## src/rtl/axis2axi_wr_responder.sv

```systemverilog
// Write-path endpoint: turns an incoming AW/W request packet into an AXI4 write
// burst on the local slave and returns the B response as a two-flit packet.
module axis2axi_wr_responder #(
  parameter int ADDR_WIDTH      = 16,
  parameter int ID_W_WIDTH      = 5,
  parameter int AXI_DATA_WIDTH  = 8,
  parameter int AXIS_DATA_WIDTH = 40,
  parameter int ROUTER_X        = 0,
  parameter int ROUTER_Y        = 0,
  parameter int MAX_ROUTERS_X   = 4,
  parameter int MAX_ROUTERS_Y   = 4
) (
  input  logic                       ACLK,
  input  logic                       ARESETn,
  input  logic [AXIS_DATA_WIDTH-1:0] s_axis_req_tdata,
  input  logic                       s_axis_req_tvalid,
  input  logic                       s_axis_req_tlast,
  output logic                       s_axis_req_tready,
  output logic [AXIS_DATA_WIDTH-1:0] m_axis_resp_tdata,
  output logic                       m_axis_resp_tvalid,
  output logic                       m_axis_resp_tlast,
  input  logic                       m_axis_resp_tready,
  output logic [ID_W_WIDTH-1:0]      m_awid,
  output logic [ADDR_WIDTH-1:0]      m_awaddr,
  output logic [7:0]                 m_awlen,
  output logic [2:0]                 m_awsize,
  output logic [1:0]                 m_awburst,
  output logic                       m_awvalid,
  input  logic                       m_awready,
  output logic [AXI_DATA_WIDTH-1:0]  m_wdata,
  output logic                       m_wlast,
  output logic                       m_wvalid,
  input  logic                       m_wready,
  input  logic [ID_W_WIDTH-1:0]      m_bid,
  input  logic                       m_bvalid,
  output logic                       m_bready,
  output logic                       proto_err_o
);

  localparam int XW = (MAX_ROUTERS_X > 1) ? $clog2(MAX_ROUTERS_X) : 1;
  localparam int YW = (MAX_ROUTERS_Y > 1) ? $clog2(MAX_ROUTERS_Y) : 1;

  localparam int DX_LO = 8;
  localparam int DY_LO = DX_LO + XW;
  localparam int SX_LO = DY_LO + YW;
  localparam int SY_LO = SX_LO + XW;
  localparam int HDR_W = SY_LO + YW;

  localparam int ADDR_LO  = ID_W_WIDTH;
  localparam int LEN_LO   = ADDR_LO + ADDR_WIDTH;
  localparam int SIZE_LO  = LEN_LO + 8;
  localparam int BURST_LO = SIZE_LO + 3;

  localparam logic [7:0] TYPE_AW = 8'h01;
  localparam logic [7:0] TYPE_B  = 8'h02;

  localparam logic [XW-1:0] HOME_X = XW'(ROUTER_X);
  localparam logic [YW-1:0] HOME_Y = YW'(ROUTER_Y);

  localparam logic [2:0] HDR  = 3'd0;
  localparam logic [2:0] SUB  = 3'd1;
  localparam logic [2:0] AW   = 3'd2;
  localparam logic [2:0] W    = 3'd3;
  localparam logic [2:0] BW   = 3'd4;
  localparam logic [2:0] RH   = 3'd5;
  localparam logic [2:0] RS   = 3'd6;
  localparam logic [2:0] DROP = 3'd7;

  logic [2:0]            state_reg;
  logic [XW-1:0]         src_x_reg;
  logic [YW-1:0]         src_y_reg;
  logic [ID_W_WIDTH-1:0] awid_reg;
  logic [ADDR_WIDTH-1:0] awaddr_reg;
  logic [7:0]            awlen_reg;
  logic [2:0]            awsize_reg;
  logic [1:0]            awburst_reg;
  logic [7:0]            cnt_reg;
  logic                  early_reg;
  logic                  drop_pend_reg;
  logic [ID_W_WIDTH-1:0] bid_reg;
  logic                  proto_err_reg;

  logic in_hs;
  logic w_hs;
  logic unused_tdata;

  assign unused_tdata = ^s_axis_req_tdata;

  assign in_hs = s_axis_req_tvalid && s_axis_req_tready;
  assign w_hs  = m_wvalid && m_wready;

  assign m_awid      = awid_reg;
  assign m_awaddr    = awaddr_reg;
  assign m_awlen     = awlen_reg;
  assign m_awsize    = awsize_reg;
  assign m_awburst   = awburst_reg;
  assign m_wlast     = (state_reg == W) && (cnt_reg == awlen_reg);
  assign proto_err_o = proto_err_reg;

  // Gating with ARESETn keeps every handshake output low while reset is held.
  always_comb begin
    s_axis_req_tready  = 1'b0;
    m_awvalid          = 1'b0;
    m_wvalid           = 1'b0;
    m_wdata            = '0;
    m_bready           = 1'b0;
    m_axis_resp_tvalid = 1'b0;
    m_axis_resp_tlast  = 1'b0;
    m_axis_resp_tdata  = '0;
    if (ARESETn) begin
      case (state_reg)
        HDR, SUB, DROP: s_axis_req_tready = 1'b1;
        AW:             m_awvalid = 1'b1;
        W: begin
          if (early_reg) begin
            m_wvalid = 1'b1;
          end else begin
            m_wvalid          = s_axis_req_tvalid;
            m_wdata           = s_axis_req_tdata[AXI_DATA_WIDTH-1:0];
            s_axis_req_tready = m_wready;
          end
        end
        BW: m_bready = 1'b1;
        RH: begin
          m_axis_resp_tvalid = 1'b1;
          m_axis_resp_tdata  = {{(AXIS_DATA_WIDTH-HDR_W){1'b0}},
                                HOME_Y, HOME_X, src_y_reg, src_x_reg, TYPE_B};
        end
        RS: begin
          m_axis_resp_tvalid = 1'b1;
          m_axis_resp_tlast  = 1'b1;
          m_axis_resp_tdata  = {{(AXIS_DATA_WIDTH-ID_W_WIDTH){1'b0}}, bid_reg};
        end
        default: ;
      endcase
    end
  end

  always_ff @(posedge ACLK or negedge ARESETn) begin
    if (!ARESETn) begin
      state_reg     <= HDR;
      src_x_reg     <= '0;
      src_y_reg     <= '0;
      awid_reg      <= '0;
      awaddr_reg    <= '0;
      awlen_reg     <= '0;
      awsize_reg    <= '0;
      awburst_reg   <= '0;
      cnt_reg       <= '0;
      early_reg     <= 1'b0;
      drop_pend_reg <= 1'b0;
      bid_reg       <= '0;
      proto_err_reg <= 1'b0;
    end else begin
      case (state_reg)
        HDR: if (in_hs) begin
          if (s_axis_req_tdata[7:0] == TYPE_AW) begin
            src_x_reg <= s_axis_req_tdata[SX_LO +: XW];
            src_y_reg <= s_axis_req_tdata[SY_LO +: YW];
            state_reg <= SUB;
          end else begin
            proto_err_reg <= 1'b1;
            if (!s_axis_req_tlast) state_reg <= DROP;
          end
        end
        SUB: if (in_hs) begin
          awid_reg    <= s_axis_req_tdata[0 +: ID_W_WIDTH];
          awaddr_reg  <= s_axis_req_tdata[ADDR_LO +: ADDR_WIDTH];
          awlen_reg   <= s_axis_req_tdata[LEN_LO +: 8];
          awsize_reg  <= s_axis_req_tdata[SIZE_LO +: 3];
          awburst_reg <= s_axis_req_tdata[BURST_LO +: 2];
          if (s_axis_req_tlast) begin
            proto_err_reg <= 1'b1;
            state_reg     <= HDR;
          end else begin
            state_reg <= AW;
          end
        end
        AW: if (m_awready) begin
          cnt_reg       <= '0;
          early_reg     <= 1'b0;
          drop_pend_reg <= 1'b0;
          state_reg     <= W;
        end
        W: if (w_hs) begin
          cnt_reg <= cnt_reg + 8'd1;
          // Once the packet ends early the burst is finished with zero beats.
          if (!early_reg && s_axis_req_tlast && !m_wlast) begin
            early_reg     <= 1'b1;
            proto_err_reg <= 1'b1;
          end
          if (m_wlast) begin
            state_reg <= BW;
            if (!early_reg && !s_axis_req_tlast) begin
              proto_err_reg <= 1'b1;
              drop_pend_reg <= 1'b1;
            end
          end
        end
        BW: if (m_bvalid) begin
          bid_reg   <= m_bid;
          state_reg <= RH;
        end
        RH: if (m_axis_resp_tready) state_reg <= RS;
        RS: if (m_axis_resp_tready) state_reg <= drop_pend_reg ? DROP : HDR;
        DROP: if (in_hs && s_axis_req_tlast) state_reg <= HDR;
        default: state_reg <= HDR;
      endcase
    end
  end

endmodule

```

## config.mk

```make
export PLATFORM = sky130hd
export DESIGN_NAME = axis2axi_wr_responder
export DESIGN_NICKNAME = d
export VERILOG_FILES = /design/src/rtl/axis2axi_wr_responder.sv
export SDC_FILE = /design/constraint.sdc
export NUM_CORES = 1
export LEC_CHECK = 0
export ABC_CLOCK_PERIOD_IN_PS = 2000
export CAP_MARGIN = 20
export CELL_PAD_IN_SITES_DETAIL_PLACEMENT = 0
export CELL_PAD_IN_SITES_GLOBAL_PLACEMENT = 1
export CORE_MARGIN = 2
export CORE_UTILIZATION = 28
export DETAILED_ROUTE_END_ITERATION = 6
export GPL_ROUTABILITY_DRIVEN = 0
export PLACE_DENSITY_LB_ADDON = 0.2
export SETUP_SLACK_MARGIN = 0.15
export SYNTH_ARGS = -nofsm -noshare
export SYNTH_HDL_FRONTEND = slang
export SYNTH_SLANG_ARGS = --single-unit
export TNS_END_PERCENT = 20
```

## constraint.sdc

```tcl
create_clock -name ACLK -period 2 [get_ports ACLK]
set_clock_uncertainty 0.15 [all_clocks]
set_input_delay 0.4 -clock ACLK [delete_from_list [all_inputs] [get_ports ACLK]]
set_output_delay 0.4 -clock ACLK [all_outputs]
set_load 0.01 [all_outputs]
```

==> impl_metrics.csv <==
group,metric,value,unit
floorplan,num_io_pins,143,
sta,fin_crit,2140,ps
job,cap_violations,0,
floorplan,dieHeight,110,um
synthesis,ys.warnings.count,0,
synthesis,ys_async_sr_fraction,1.00,
finish,seq_area,1430,um2
setup_path,reg2regPathDepth,10,
setup_path,max_stage_delay,440,ps
synthesis,synth.distinct_cells,59,
floorplan,dieArea,12000,um2
synthesis,synth_edf_count,0,
sta,max-slew-margin-rel,0.546,
cts,cts_tree,"yes",
cts,clkLatencyLatePin,330,ps
synthesis,synth_flop_cell,"dfrtp_1",
finish,finalCoreUtilization,0.462,
synthesis,synth_top_area_share,0.457,
setup_path,path_class,"register to primary output",
setup_path,crit_fanout,8,
placed_design,pre_cts_slack,-523,ps
setup_path,critPathTopFamily,"simple AND/OR/NAND/NOR gates",
run_status,violations,"setup timing",
grt,globalRouteOverflowTotal,0,
route,ant_nets,0,
setup_path,cp_num_buf_inv,2,
worst_hold_path,worstHoldStart,"s_axis_req_tdata[2]",
worst_hold_path,whs_endpoint,"m_awid[2]",
sta,hold_viol_final,0,
synthesis,yosysMostFrequentCell,"dfrtp_1",
grt,grt_start_max_net_pins,52,
sta,worst_slack,-141,ps
pwr,ir_drop,0.536,mV
setup_path,rr_endpoint,"state_reg[0]",
finish,multi_input_area,1600,um2
sta,rsz0062_at_grt,"true",
run_status,status,"finished, violations left",
setup_path,crit_path_cell_trace,"nand4b_1 -> nor2_2 -> buf_6 -> and2_4 -> buf_6",
route,initialDrtViolationCount,55,
cts,cts.sinks,57,
route,num_vias,2673,
synthesis,yosys_register_bits,57,
cts,path_clk_slew,70,ps
setup_path,rr_startpoint,"state_reg[2]",
synthesis,yosys-top-cells-area,"dfrtp_1, mux2_1, buf_4",
synthesis,avgSynthCellArea,11.0,um2
synthesis,syn_area,3120,um2
setup_path,worst_setup_path_end_kind,"primary output",
finish,area_delta_synth_final,60.7,%
cts,cts_buffers,9,
route,wl_per_cell,13.8,um
setup_path,reg2reg_slack,-70,ps
setup_path,crit_path_top_delay_cell,"dfrtp_2",
finish,fillers,1064,
synthesis,yosysTopAreaCell,"dfrtp_1",
floorplan,core,10800,um2
synthesis,synth_cells,283,
setup_path,cp_common_cell,"buf_6",
placed_design,post-dp-hpwl,5980,um
cts,clock_path_buffers,2,
grt,groute.usage.overall,0.144,
cts,cts-htree-levels,3,
sta,worst_pin_slew,682,ps
grt,grt_pass1_vias,2652,
sta,fin_crit_sh,1.07,
finish,n_antenna_cell,0,
worst_hold_path,hold_class,"primary input to register",
cts,cts-root-buf,"clkbuf_8",
worst_hold_path,hold_depth,2,
finish,largest_reg_flops,16,
floorplan,num_rows,38,
setup_path,crit_arrival,1590,ps
pwr,power.leakage,2.39,nW
route,drc,0,
route,via_per_inst,4.46,
grt,antenna_found_initial,0,
setup_path,critPathRequiredTime,1450,ps
finish,drive_gt1_frac,0.339,
floorplan,fp.dieW,110,um
sta,setup_viol,18,
route,dr.pass1.iters,4,
sta,fmax,467,MHz
sta,finalMaxSlewViolations,0,
sta,setup_tns,-1560,ps
synthesis,synth.top_cells.by_count,"dfrtp_1, mux2_1, buf_4, and2_1, nor2_1",
finish,nets,511,
floorplan,start_util,0.288,
placed_design,port_buffers,105,
pwr,power_density,1200,nW/um2
route,wl,8290,um
setup_path,worstSetupStartpointType,"register",
synthesis,seq_area_frac_synth,0.457,
grt,grt_pass1_wl,13100,um
-- power breakdown --
part,total (mW),internal (mW),switching [mW]
clock,1.05,0.589,0.461
combinational,3.03,1.78,1.25
sequential,1.91,1.62,0.290
-- per-layer routing --
layer  global-route usage  share of wire  up-vias
li1                     -              -     1285
met1                0.189           0.45     1283
met2                0.218           0.46       95
met3               0.0516          0.082       10
met4               0.0570          0.014        0
met5                    0              0        -
-- per-stage QoR --
stage,area [um2],hold slack (ps),instances,power [mW]
2_1_floorplan,3240,-45.6,313,3.17
3_3_place_gp,4630,292,576,4.74
3_5_place_dp,4630,301,576,4.74
4_1_cts,4830,277,596,5.90
5_1_grt,5010,214,600,6.43
6_report,5010,228,600,5.99
-- cell families (layout without fill, tap and decap cells) --
| kind of cell | after synthesis | count (layout) | share of synthesized area |
|---|---|---|---|
| simple gates | 81 | 81 | 0.148 |
| flops | 57 | 57 | 0.457 |
| buf+inv | 50 | 197 | 0.109 |
| mux | 46 | 46 | 0.166 |
| compound gates | 36 | 36 | 0.0811 |
| xor+xnor | 11 | 11 | 0.0333 |
| fa+ha+maj | 1 | 1 | 0.00401 |
| other cells | 1 | 31 | 0.00120 |
-- worst max path at each step --
stage | to | startpoint | cells past startpoint | slack [ps]
CTS | m_wdata[2] | state_reg[2] | 5 | -160
finish | m_wdata[5] | state_reg[2] | 5 | -140
floorplan | m_axis_resp_tdata[0] | state_reg[2] | 4 | 110
global placement | s_axis_req_tready | m_wready | 5 | -390
global route | m_wdata[5] | state_reg[2] | 5 | -230
detailed placement | src_y_reg[1] | s_axis_req_tdata[1] | 6 | -520
-- placed cells by master, fill, tap and decap left out, types with 7 or more instances in the layout --
| cell type | netlist | routed |
|---|---|---|
| dlygate4sd2_1 | 0 | 8 |
| xnor2_1 | 7 | 7 |
| dfrtp_1 | 57 | 54 |
| and2_4 | 0 | 11 |
| buf_6 | 3 | 21 |
| clkbuf_8 | 0 | 10 |
| conb_1 | 1 | 31 |
| buf_2 | 4 | 14 |
| nand2_1 | 9 | 7 |
| buf_4 | 31 | 61 |
| nor2_1 | 13 | 9 |
| mux2_1 | 44 | 39 |
| clkdlybuf4s50_1 | 0 | 67 |
-- worst reg2reg max path: stages, from the launching register on --
cell      delay (ps)
dfrtp_2          440
buf_6            130
buf_6            100
buf_6            110
nor4bb_4         140
a311oi_1         240
buf_4            170
o41ai_2           50
buf_4            140
a211o_1          220
o211ai_1          80
-- area by class of cell --
class	count	share of cell area
Clock inverter	4	0.00899
Multi-Input combinational cell	206	0.320
Timing Repair Buffer	178	0.319
Sequential cell	57	0.285
Inverter	5	0.00425
Tap cell	140	0.0350
Clock buffer	10	0.0275
-- timing repair --
action                                 in CTS  in global routing
resized for setup                         133                 41
pin swaps                                  22                  9
endpoints found under the hold margin       6                  0
setup buffers                               5                  4
hold buffers                                1                  0
setup endpoints to repair                  75                 77
No activity file was read; power rests on OpenSTA's default activity.
